File: config.mk
export PLATFORM = sky130hd
export DESIGN_NAME = instr_fetch
export DESIGN_NICKNAME = d
export VERILOG_FILES = /design/src/rtl/instr_fetch.sv
export SDC_FILE = /design/constraint.sdc
export NUM_CORES = 1
export LEC_CHECK = 0
export ABC_CLOCK_PERIOD_IN_PS = 5800
export BUFFER_PORTS_ARGS = -buffer_cell sky130_fd_sc_hd__buf_2
export CORE_ASPECT_RATIO = 1.1
export CORE_MARGIN = 5
export CORE_UTILIZATION = 55
export CTS_CLUSTER_SIZE = 28
export DETAILED_ROUTE_END_ITERATION = 8
export GPL_TIMING_DRIVEN = 1
export PLACE_DENSITY = 0.8
export SYNTH_ARGS = -nofsm -noshare
export SYNTH_HDL_FRONTEND = slang
export SYNTH_SLANG_ARGS = --single-unit
File: constraint.sdc
create_clock -name clk -period 5.8 [get_ports clk]
set_input_delay 0.29 -clock clk [delete_from_list [all_inputs] [get_ports clk]]
set_output_delay 0.29 -clock clk [all_outputs]
set_load 0.05 [all_outputs]
File: src/rtl/instr_fetch.sv
// Instruction fetch stage: program counter, single-outstanding-read issue to a
// synchronous instruction memory, and a two-entry {instr, pc} buffer presented
// to decode through a valid/ready handshake. A taken branch (redirect) flushes
// the buffer, drops any returning read and restarts fetch at the target.
module instr_fetch #(
  parameter int unsigned          ADDR_W   = 32,
  parameter int unsigned          INSTR_W  = 32,
  parameter logic [ADDR_W-1:0]    RESET_PC = '0
) (
  input  logic                clk,
  input  logic                reset,
  output logic                imem_req,
  output logic [ADDR_W-1:0]   imem_addr,
  input  logic [INSTR_W-1:0]  imem_rdata,
  input  logic                redirect,
  input  logic [ADDR_W-1:0]   redirect_pc,
  output logic                instr_valid,
  input  logic                instr_ready,
  output logic [INSTR_W-1:0]  instr,
  output logic [ADDR_W-1:0]   instr_pc,
  output logic [2:0]          opcode
);

  logic [ADDR_W-1:0]  fetch_pc;
  logic [1:0]         count;
  logic               inflight;
  logic [ADDR_W-1:0]  inflight_pc;

  // Entry 0 is always the head; entry 1 only holds data when count == 2.
  logic [INSTR_W-1:0] buf_instr [2];
  logic [ADDR_W-1:0]  buf_pc    [2];

  logic               pop;
  logic [2:0]         occupancy;
  logic               wr_sel;

  // Handshake, issue decision and output presentation.
  always_comb begin
    instr_valid = !reset && (count != 2'd0);
    pop         = instr_valid && instr_ready;
    // Slots committed after this edge: buffered + in flight - leaving now.
    occupancy   = {1'b0, count} + {2'b00, inflight} - {2'b00, pop};
    imem_req    = !reset && !redirect && (occupancy < 3'd2);
    imem_addr   = fetch_pc;
    instr       = instr_valid ? buf_instr[0] : '0;
    instr_pc    = instr_valid ? buf_pc[0]    : '0;
    opcode      = instr[INSTR_W-1 -: 3];
    // Tail slot for the returning word, accounting for a same-cycle pop.
    wr_sel      = (count == 2'd2) || ((count == 2'd1) && !pop);
  end

  // PC, in-flight tracking, buffer occupancy and buffer contents.
  always_ff @(posedge clk) begin
    if (reset) begin
      fetch_pc    <= RESET_PC;
      count       <= 2'd0;
      inflight    <= 1'b0;
      inflight_pc <= '0;
    end else if (redirect) begin
      // A pop this cycle still completes; everything else is discarded.
      fetch_pc <= {redirect_pc[ADDR_W-1:2], 2'b00};
      count    <= 2'd0;
      inflight <= 1'b0;
    end else begin
      if (imem_req) begin
        inflight    <= 1'b1;
        inflight_pc <= fetch_pc;
        fetch_pc    <= fetch_pc + ADDR_W'(4);
      end else begin
        inflight <= 1'b0;
      end
      count <= count + {1'b0, inflight} - {1'b0, pop};
      if (pop) begin
        buf_instr[0] <= buf_instr[1];
        buf_pc[0]    <= buf_pc[1];
      end
      // Placed after the shift so a push into slot 0 wins over it.
      if (inflight) begin
        buf_instr[wr_sel] <= imem_rdata;
        buf_pc[wr_sel]    <= inflight_pc;
      end
    end
  end

endmodule
==> flow_summary.ini, run 1 <==
[synth]
number_of_enable_flip_flop_cells_after_synthesis = 124
sequential_to_total_area_share_from_yosys_stat_pct = 61.9
syn-instance-count = 669
seq_cells_post_synth = 187
yosys.area.top_type_share_pct = 46.3
synthArstFlopShare_pct = 0
synth.lib_cells_used.distinct = 49
syn_avg_cell_area_um2 = 12.0
synth_top_area_cell = edfxtp_1
syn_area_um2 = 8050
yosys_most_used_dff = edfxtp_1
yosys_warnings = 0
dominant_cells_by_area_after_synthesis = edfxtp_1, dfxtp_1, mux2_2, and2_1, nand2_1

[global_routing]
vias_in_the_first_global_route = 5829
grt_max_degree = 65
grt-ovfl-total = 0
number_of_antenna_violations_at_the_first_check_in_global_routing = 1
grt_util_all_layers_pct = 21.4
wire_length_of_the_first_global_routing_pass_um = 29200

[critical_path]
worst_setup_ep_type = primary output
timing.critical_path.fanout_max = 64
setup.worst_path.start_class = flip-flop
rr_worst_depth = 14
cp_data_arrival_time_ns = 4.75
worstPathRequired_ns = 5.51
worstSetupPathType = reg2out
crit-reg2reg-capture = imem_addr[17]$_SDFFE_PP0P_
timing.reg2reg.setup_slack_ns = 1.10
reg2reg_from = count[1]$_SDFF_PP0_

[clock_tree]
clock_transition_at_path_regs_ns = 0.07
cts_tree = built
cts_setup_buffers = 0
h_tree_lvls = 4
worstSkewPairLatency_ns = 0.43
ctsLongestPathBuffers = 2
numClockSinks = 187
cts_root_buf = clkbuf_16
cts_hold_repair.buffers = 0
cts_resized = 0
cts_made_buffers = 17

[sta]
rsz0062_at_grt = no
timing.fmax_mhz = 199
final_report_setup_violation_count = 0
final.setup_skew_ns = 0.00792
hold_violations = 0
final_min_period_over_clock_period_pct = 86.8
totalNegativeSetupSlack_ns = 0
slew-limit-headroom_pct = 19.3
period_needed_ns = 5.04
timing_worst_slew_pin_value_ns = 1.20
timing.final.max_slew_violations = 0

[floorplanning]
floorplan.die.height_um = 137
chipWidth_um = 125
starting_utilization_of_the_core_area_pct = 55.9
pin_count = 169
floorplan.rows = 46
core_area_um2 = 14400
die-area_um2 = 17200

[routing]
first_pass_iters = 5
drt-vias-per-instance = 5.69
drt-total-wl_um = 18200
drcViolationCount = 0
route.detailed.wl_per_inst_um = 17.9
via_count = 5788
ant_nets = 0
detailedRoute.firstIterationViolations = 515

[placement]
hpwl_um = 11900
port_buffers = 162
gp_routability_congestion = 0.842

[min_path]
worst_min_path_class = in2reg
worst_hold_startpoint = imem_rdata[3]
hold_path_end = buf_instr[1][3]$_DFFE_PP_
min_delay_path_depth = 1

[power]
power_per_cell_area_nw_per_um2 = 306
design_power_total_mw = 2.94
ir_worst_vdd_uv = 220
leakage_power_nw = 3.65

[finish]
n_fill_cell = 1090
antennaDiodeCount = 0
layout-drive-gt1-share_pct = 33.3
most_frequent_standard_cell_in_the_layout_excluding_fill_and_tap_cells = buf_2
nNetsFinal = 884
layout.cells.most_common_list = buf_2, edfxtp_1, nand2_1, and2_1, mux2_2
syn_to_final_growth_pct = 19.2

[status]
run_status = complete, no violations

[run]
cap_viol_max_count = 0
[final cells by class]
| class | count | area [µm²] | area share (%) |
|---|---|---|---|
| repair buffers | 170 | 871 | 9.07 |
| inverters | 14 | 52.6 | 0.547 |
| clock buffers | 19 | 453 | 4.72 |
| multi-input cells | 422 | 2830 | 29.5 |
| flip-flops and latches | 187 | 4980 | 51.9 |
| well taps | 192 | 240 | 2.50 |
| clock inverters | 13 | 166 | 1.73 |
[registers in the layout, indices dropped and copies added (netlist names)]
signal	flops
buf_pc	60
inflight	1
count	2
imem_addr	30
buf_instr	64
inflight_pc	30
[cells in the mapped netlist (9+ instances only)]
library cell,n
nor3_1,12
edfxtp_1,124
a21oi_1,39
or4_1,18
or3_1,9
nand4_1,9
clkbuf_1,34
a31oi_1,20
mux2_2,64
nand2_1,83
and2_1,76
nand3_1,11
inv_1,13
dfxtp_1,63
[worst max-delay path by stage]
stage,from,endpoint,slack [ns]
final,count[1]$_SDFF_PP0_,imem_req,0.76
after global routing,count[1]$_SDFF_PP0_,imem_req,0.45
after CTS,count[1]$_SDFF_PP0_,imem_req,0.79
after detailed placement,count[1]$_SDFF_PP0_,imem_addr[17]$_SDFFE_PP0P_,1.24
after global placement,count[1]$_SDFF_PP0_,imem_addr[17]$_SDFFE_PP0P_,1.40
after floorplan,count[0]$_SDFF_PP0_,buf_instr[1][0]$_DFFE_PP_,1.65
[routing by layer]
metal,routed length (µm),vias up,track usage (%),share of wire (%)
li1,-,2750,-,-
met1,7460,2731,26.9,41
met2,8860,269,35.7,49
met3,1350,36,4.76,7.4
met4,492,2,9.82,2.7
met5,13,-,0,0.072
[logic make-up after synthesis]
family / after synthesis / share of synthesized area (%)
other: 1 / 0.0466
flip-flops: 187 / 61.9
adder cells (fa/ha/maj): 4 / 0.715
XOR/XNOR: 1 / 0.109
AND/OR/NAND/NOR: 247 / 16.7
buffers and inverters: 63 / 3.34
multiplexers: 64 / 8.95
AO/OA/AOI/OAI: 102 / 8.19
[report_power, final]
| part | internal [mW] | switching, mW |
|---|---|---|
| Sequential | 1.45 | 0.0355 |
| Combinational | 0.0756 | 0.187 |
| Clock | 0.705 | 0.490 |
[metrics by stage]
stage	cell area (µm²)	worst slack, ns	hold WS (ns)	std cells	utilization (%)
global placement	8980	1.40	0.440	985	62.4
global route	9600	0.451	0.0278	1017	66.7
detailed placement	8980	1.24	0.441	985	62.4
floorplan	8060	1.65	0.389	672	-
CTS	9600	0.790	0.0287	1017	66.7
finish	9600	0.764	0.0497	1017	66.7
[critical path, stage by stage (launching register included)]
cell and delay [ns]:
dfxtp_1 0.35, nor2_1 0.21, nor2_4 0.04, buf_4 0.27, and2_1 0.26, ha_1 0.27, inv_1 0.04, ha_1 0.18
fa_1 0.37, xnor2_1 0.95, or2_2 0.55, inv_1 0.29, buf_4 0.28, buf_2 0.23
Power figures use the tool's default switching activity.
==> inputs of run 2 (changes only) <==
==> constraint.sdc (replaced) <==
create_clock -name clk -period 5.8 [get_ports clk]
set_input_delay 0.29 -clock clk [delete_from_list [all_inputs] [get_ports clk]]
set_output_delay 0.29 -clock clk [all_outputs]
set_load 0.01 [all_outputs]
==> flow_summary.ini, run 2 (synthesis results as in run 1) <==
[routing]
drt-vias-per-instance = 5.73
detailedRoute.firstIterationViolations = 571
ant_nets = 0
route.detailed.wl_per_inst_um = 17.8
drt-total-wl_um = 18100
via_count = 5827
drcViolationCount = 0
first_pass_iters = 5

[critical_path]
crit-reg2reg-capture = imem_addr[17]$_SDFFE_PP0P_
worst_setup_ep_type = primary output
worstSetupPathType = reg2out
worstPathRequired_ns = 5.51
reg2reg_from = count[1]$_SDFF_PP0_
cp_data_arrival_time_ns = 4.54
timing.reg2reg.setup_slack_ns = 1.27
setup.worst_path.start_class = flip-flop
timing.critical_path.fanout_max = 35
rr_worst_depth = 13

[clock_tree]
h_tree_lvls = 4
worstSkewPairLatency_ns = 0.42
cts_made_buffers = 17
clock_transition_at_path_regs_ns = 0.07
cts_resized = 0
cts_root_buf = clkbuf_16
ctsLongestPathBuffers = 2
cts_hold_repair.buffers = 0
numClockSinks = 187
cts_setup_buffers = 0
cts_tree = built

[sta]
final_report_setup_violation_count = 0
rsz0062_at_grt = no
totalNegativeSetupSlack_ns = 0
timing.final.max_slew_violations = 0
final.setup_skew_ns = 0.00838
slew-limit-headroom_pct = 20.3
period_needed_ns = 4.83
final_min_period_over_clock_period_pct = 83.3
timing.fmax_mhz = 207
hold_violations = 0
timing_worst_slew_pin_value_ns = 1.19

[floorplanning]
floorplan.rows = 46
die-area_um2 = 17200
starting_utilization_of_the_core_area_pct = 55.9
floorplan.die.height_um = 137
core_area_um2 = 14400
pin_count = 169
chipWidth_um = 125

[placement]
dpl_cell_area_um2 = 8980
hpwl_um = 12000
port_buffers = 162
gp_routability_congestion = 0.837

[finish]
nNetsFinal = 884
layout-drive-gt1-share_pct = 33.2
layout.cell_area.non_filler_um2 = 9580
layout.cells.most_common_list = buf_2, edfxtp_1, nand2_1, and2_1, mux2_2
max_flop_register = buf_instr
final-seq-area_um2 = 4980
post-route-util_pct = 66.6
largest_register_ff_count = 64
multi_input_area_um2 = 2830
most_frequent_standard_cell_in_the_layout_excluding_fill_and_tap_cells = buf_2
antennaDiodeCount = 0
n_fill_cell = 1069
syn_to_final_growth_pct = 19.0
reg_top3 = buf_instr: 64 flops, buf_pc: 60 flops

[min_path]
worst_min_path_class = in2reg
min_delay_path_depth = 1
worst_hold_startpoint = imem_rdata[27]
hold_path_end = buf_instr[1][27]$_DFFE_PP_

[power]
power_per_cell_area_nw_per_um2 = 296
leakage_power_nw = 3.63
ir_worst_vdd_uv = 212

[global_routing]
number_of_antenna_violations_at_the_first_check_in_global_routing = 1
grt-ovfl-total = 0
grt_util_all_layers_pct = 21.0
vias_in_the_first_global_route = 5680
grt_max_degree = 64
wire_length_of_the_first_global_routing_pass_um = 28700

[run]
cap_viol_max_count = 0

[status]
run_status = complete, no violations
==> run 2: changes by cell type in the layout (fill, tap and decap cells not counted) <==
cell	change
clkbuf_8	-2
clkinv_4	-3
clkinvlp_4	+2
clkinv_2	+1
clkinv_1	+1
inv_6	+1
==> run 2: worst max path at each step <==
stage | startpoint | to
floorplan | count[0]$_SDFF_PP0_ | buf_instr[1][0]$_DFFE_PP_
global placement | count[1]$_SDFF_PP0_ | imem_addr[17]$_SDFFE_PP0P_
detailed placement | count[1]$_SDFF_PP0_ | imem_addr[17]$_SDFFE_PP0P_
CTS | count[1]$_SDFF_PP0_ | imem_req
global route | count[1]$_SDFF_PP0_ | imem_req
finish | count[1]$_SDFF_PP0_ | imem_req
==> run 2: critical path, stage by stage (launching register included) <==
cell	delay [ns]
dfxtp_1	0.35
nor2_1	0.21
nor2_4	0.04
and2_1	0.17
ha_1	0.28
inv_1	0.04
ha_1	0.18
fa_1	0.39
xnor2_1	0.95
or2_2	0.70
inv_1	0.35
buf_4	0.30
buf_2	0.16
==> run 2: stage by stage <==
step	std cells	hold WS, ns	power [mW]	worst slack [ns]
after CTS	1017	0.0369	2.85	1.03
after global placement	985	0.440	1.69	1.50
final	1017	0.0595	2.84	0.966
after detailed placement	985	0.442	1.70	1.33
after global routing	1017	0.0360	2.93	0.692
after floorplan	672	0.389	1.61	1.65
==> run 2: metal layers <==
layer / up-vias / routed length (µm) / global-route usage [%]
met5: - / 18 / 0
met4: 2 / 387 / 8.49
met3: 29 / 1170 / 4.57
met2: 259 / 9020 / 36.0
met1: 2781 / 7460 / 26.0
li1: 2756 / - / -
==> run 2: where the power goes <==
part           leakage (nW)  switching, mW  internal (mW)
logic                  1.70          0.110         0.0754
registers              1.64         0.0357           1.45
clock network         0.291          0.491          0.679
==> run 2: area by class of cell <==
cell class	instances	area share, %
clock buffers	17	4.44
clock inverters	15	1.80
inverters	14	0.549
multi-input cells	422	29.6
flip-flops and latches	187	52.0
well taps	192	2.51
repair buffers	170	9.09
==> inputs of run 3 (changes only) <==
Settings changed: ABC_CLOCK_PERIOD_IN_PS 5800 to 4700.
Clock period 5.8 ns to 4.7 ns, I/O delays scaled along.
==> flow_summary.ini, run 3 (synthesis results as in run 1) <==
[power]
ir_worst_vdd_uv = 238
leakage_power_nw = 3.76
design_power_total_mw = 3.59
power_per_cell_area_nw_per_um2 = 364

[critical_path]
worstSetupPathType = reg2out
worstPathRequired_ns = 4.47
cp_data_arrival_time_ns = 4.06
timing.critical_path.fanout_max = 37
setup.worst_path.start_class = flip-flop
worst_setup_ep_type = primary output

[finish]
largest_register_ff_count = 64
syn_to_final_growth_pct = 22.6
reg_top3 = buf_instr: 64 flops, buf_pc: 60 flops
layout.cells.most_common_list = buf_2, edfxtp_1, nand2_1, and2_1, mux2_2
most_frequent_standard_cell_in_the_layout_excluding_fill_and_tap_cells = buf_2
layout-drive-gt1-share_pct = 31.9
max_flop_register = buf_instr
nNetsFinal = 909

[clock_tree]
cts_setup_buffers = 0
cts_resized = 0
h_tree_lvls = 4
cts_hold_repair.buffers = 25
clock_transition_at_path_regs_ns = 0.06
numClockSinks = 187
worstSkewPairLatency_ns = 0.42
cts_tree = built
cts_root_buf = clkbuf_16
cts_made_buffers = 17
ctsLongestPathBuffers = 2

[routing]
ant_nets = 0
drt-total-wl_um = 18900
met2_wirelength_um = 9690
met3RoutedLength_um = 1360
drt-vias-per-instance = 5.76
detailedRoute.firstIterationViolations = 499
route.detailed.wl_per_inst_um = 18.1
detail_route.wirelength.met1_um = 7480
maxUsedRoutingLayer = met4
drcViolationCount = 0
via_count = 6008
first_pass_iters = 5

[status]
run_status = complete, no violations

[floorplanning]
chipWidth_um = 125
starting_utilization_of_the_core_area_pct = 55.9
floorplan.rows = 46
pin_count = 169
core_area_um2 = 14400
die-area_um2 = 17200
floorplan.die.height_um = 137

[placement]
port_buffers = 162
pre_cts_ws_ns = 0.835
gp_routability_congestion = 0.842
hpwl_um = 12200

[sta]
setup_ws_ns = 0.408
hold_violations = 0
timing_worst_slew_pin_value_ns = 1.11
final_report_setup_violation_count = 0
totalNegativeSetupSlack_ns = 0
final_min_period_over_clock_period_pct = 91.3
slew-limit-headroom_pct = 25.6
timing.fmax_mhz = 233
timing.final.max_slew_violations = 0
rsz0062_at_grt = no
period_needed_ns = 4.29
final.setup_skew_ns = 0.00486

[global_routing]
number_of_antenna_violations_at_the_first_check_in_global_routing = 0
grt-ovfl-total = 0
wire_length_of_the_first_global_routing_pass_um = 30600
grt_util_all_layers_pct = 22.3
grt_max_degree = 64
vias_in_the_first_global_route = 6087

[min_path]
worst_min_path_class = in2reg

[run]
cap_viol_max_count = 0
==> run 3: cell count changes in the layout (fill, tap and decap cells not counted), sizes merged <==
cell,change
clkbuf,+9
clkinv,-4
clkinvlp,-2
diode,+1
dlygate4sd3,+25
inv,-3
==> run 3: critical path, cell delays in order (launching register included) <==
cell,delay (ns)
dfxtp_1,0.35
nor2_1,0.22
nor2_4,0.05
and2_1,0.18
ha_1,0.28
inv_1,0.04
ha_1,0.19
fa_1,0.45
or3_1,0.55
or2_2,0.38
inv_1,0.28
buf_4,0.44
buf_2,0.22
==> run 3: worst paths after layout <==
path / startpoint / endpoint / slack [ns] / cells past startpoint
setup reg to reg: count[1]$_SDFF_PP0_ / imem_addr[17]$_SDFFE_PP0P_ / 0.64 / 13
hold / removal: imem_rdata[22] / buf_instr[1][22]$_DFFE_PP_ / 0.02 / 1
hold reg to reg: inflight_pc[16]$_SDFFE_PP0P_ / buf_pc[1][16]$_DFFE_PP_ / 0.46 / 0
setup / recovery: count[1]$_SDFF_PP0_ / imem_req / 0.41 / 12
==> run 3: through the flow <==
| stage | std cells | hold WS, ns | cell area, µm² | util (%) |
|---|---|---|---|---|
| final | 1043 | 0.0211 | 9870 | 68.6 |
| after global placement | 985 | 0.426 | 8980 | 62.4 |
| after global routing | 1042 | 0.000934 | 9870 | 68.6 |
| after detailed placement | 985 | 0.429 | 8980 | 62.4 |
| after floorplan | 672 | 0.334 | 8060 | - |
| after CTS | 1042 | 0.00129 | 9870 | 68.6 |
==> run 3: area by class of cell <==
type	count	area, µm²
Tap cell	192	240
Timing Repair Buffer	195	1120
Fill cell	1031	4520
Clock inverter	6	105
Sequential cell	187	4980
Multi-Input combinational cell	422	2830
Antenna cell	1	2.50
Inverter	14	52.6
Clock buffer	26	532
==> run 3: where the power goes <==
| group | switching, mW | total (mW) | internal (mW) |
|---|---|---|---|
| Clock | 0.573 | 1.52 | 0.942 |
| Sequential | 0.0438 | 1.83 | 1.79 |
| Combinational | 0.141 | 0.247 | 0.106 |
| Total | 0.758 | 3.59 | 2.84 |
==> run 3: metal layers <==
layer | vias to the layer above | GRT usage [%]
met2 | 279 | 38.5
met4 | 0 | 9.28
li1 | 2802 | -
met5 | - | 0
met1 | 2894 | 27.6
met3 | 33 | 4.57
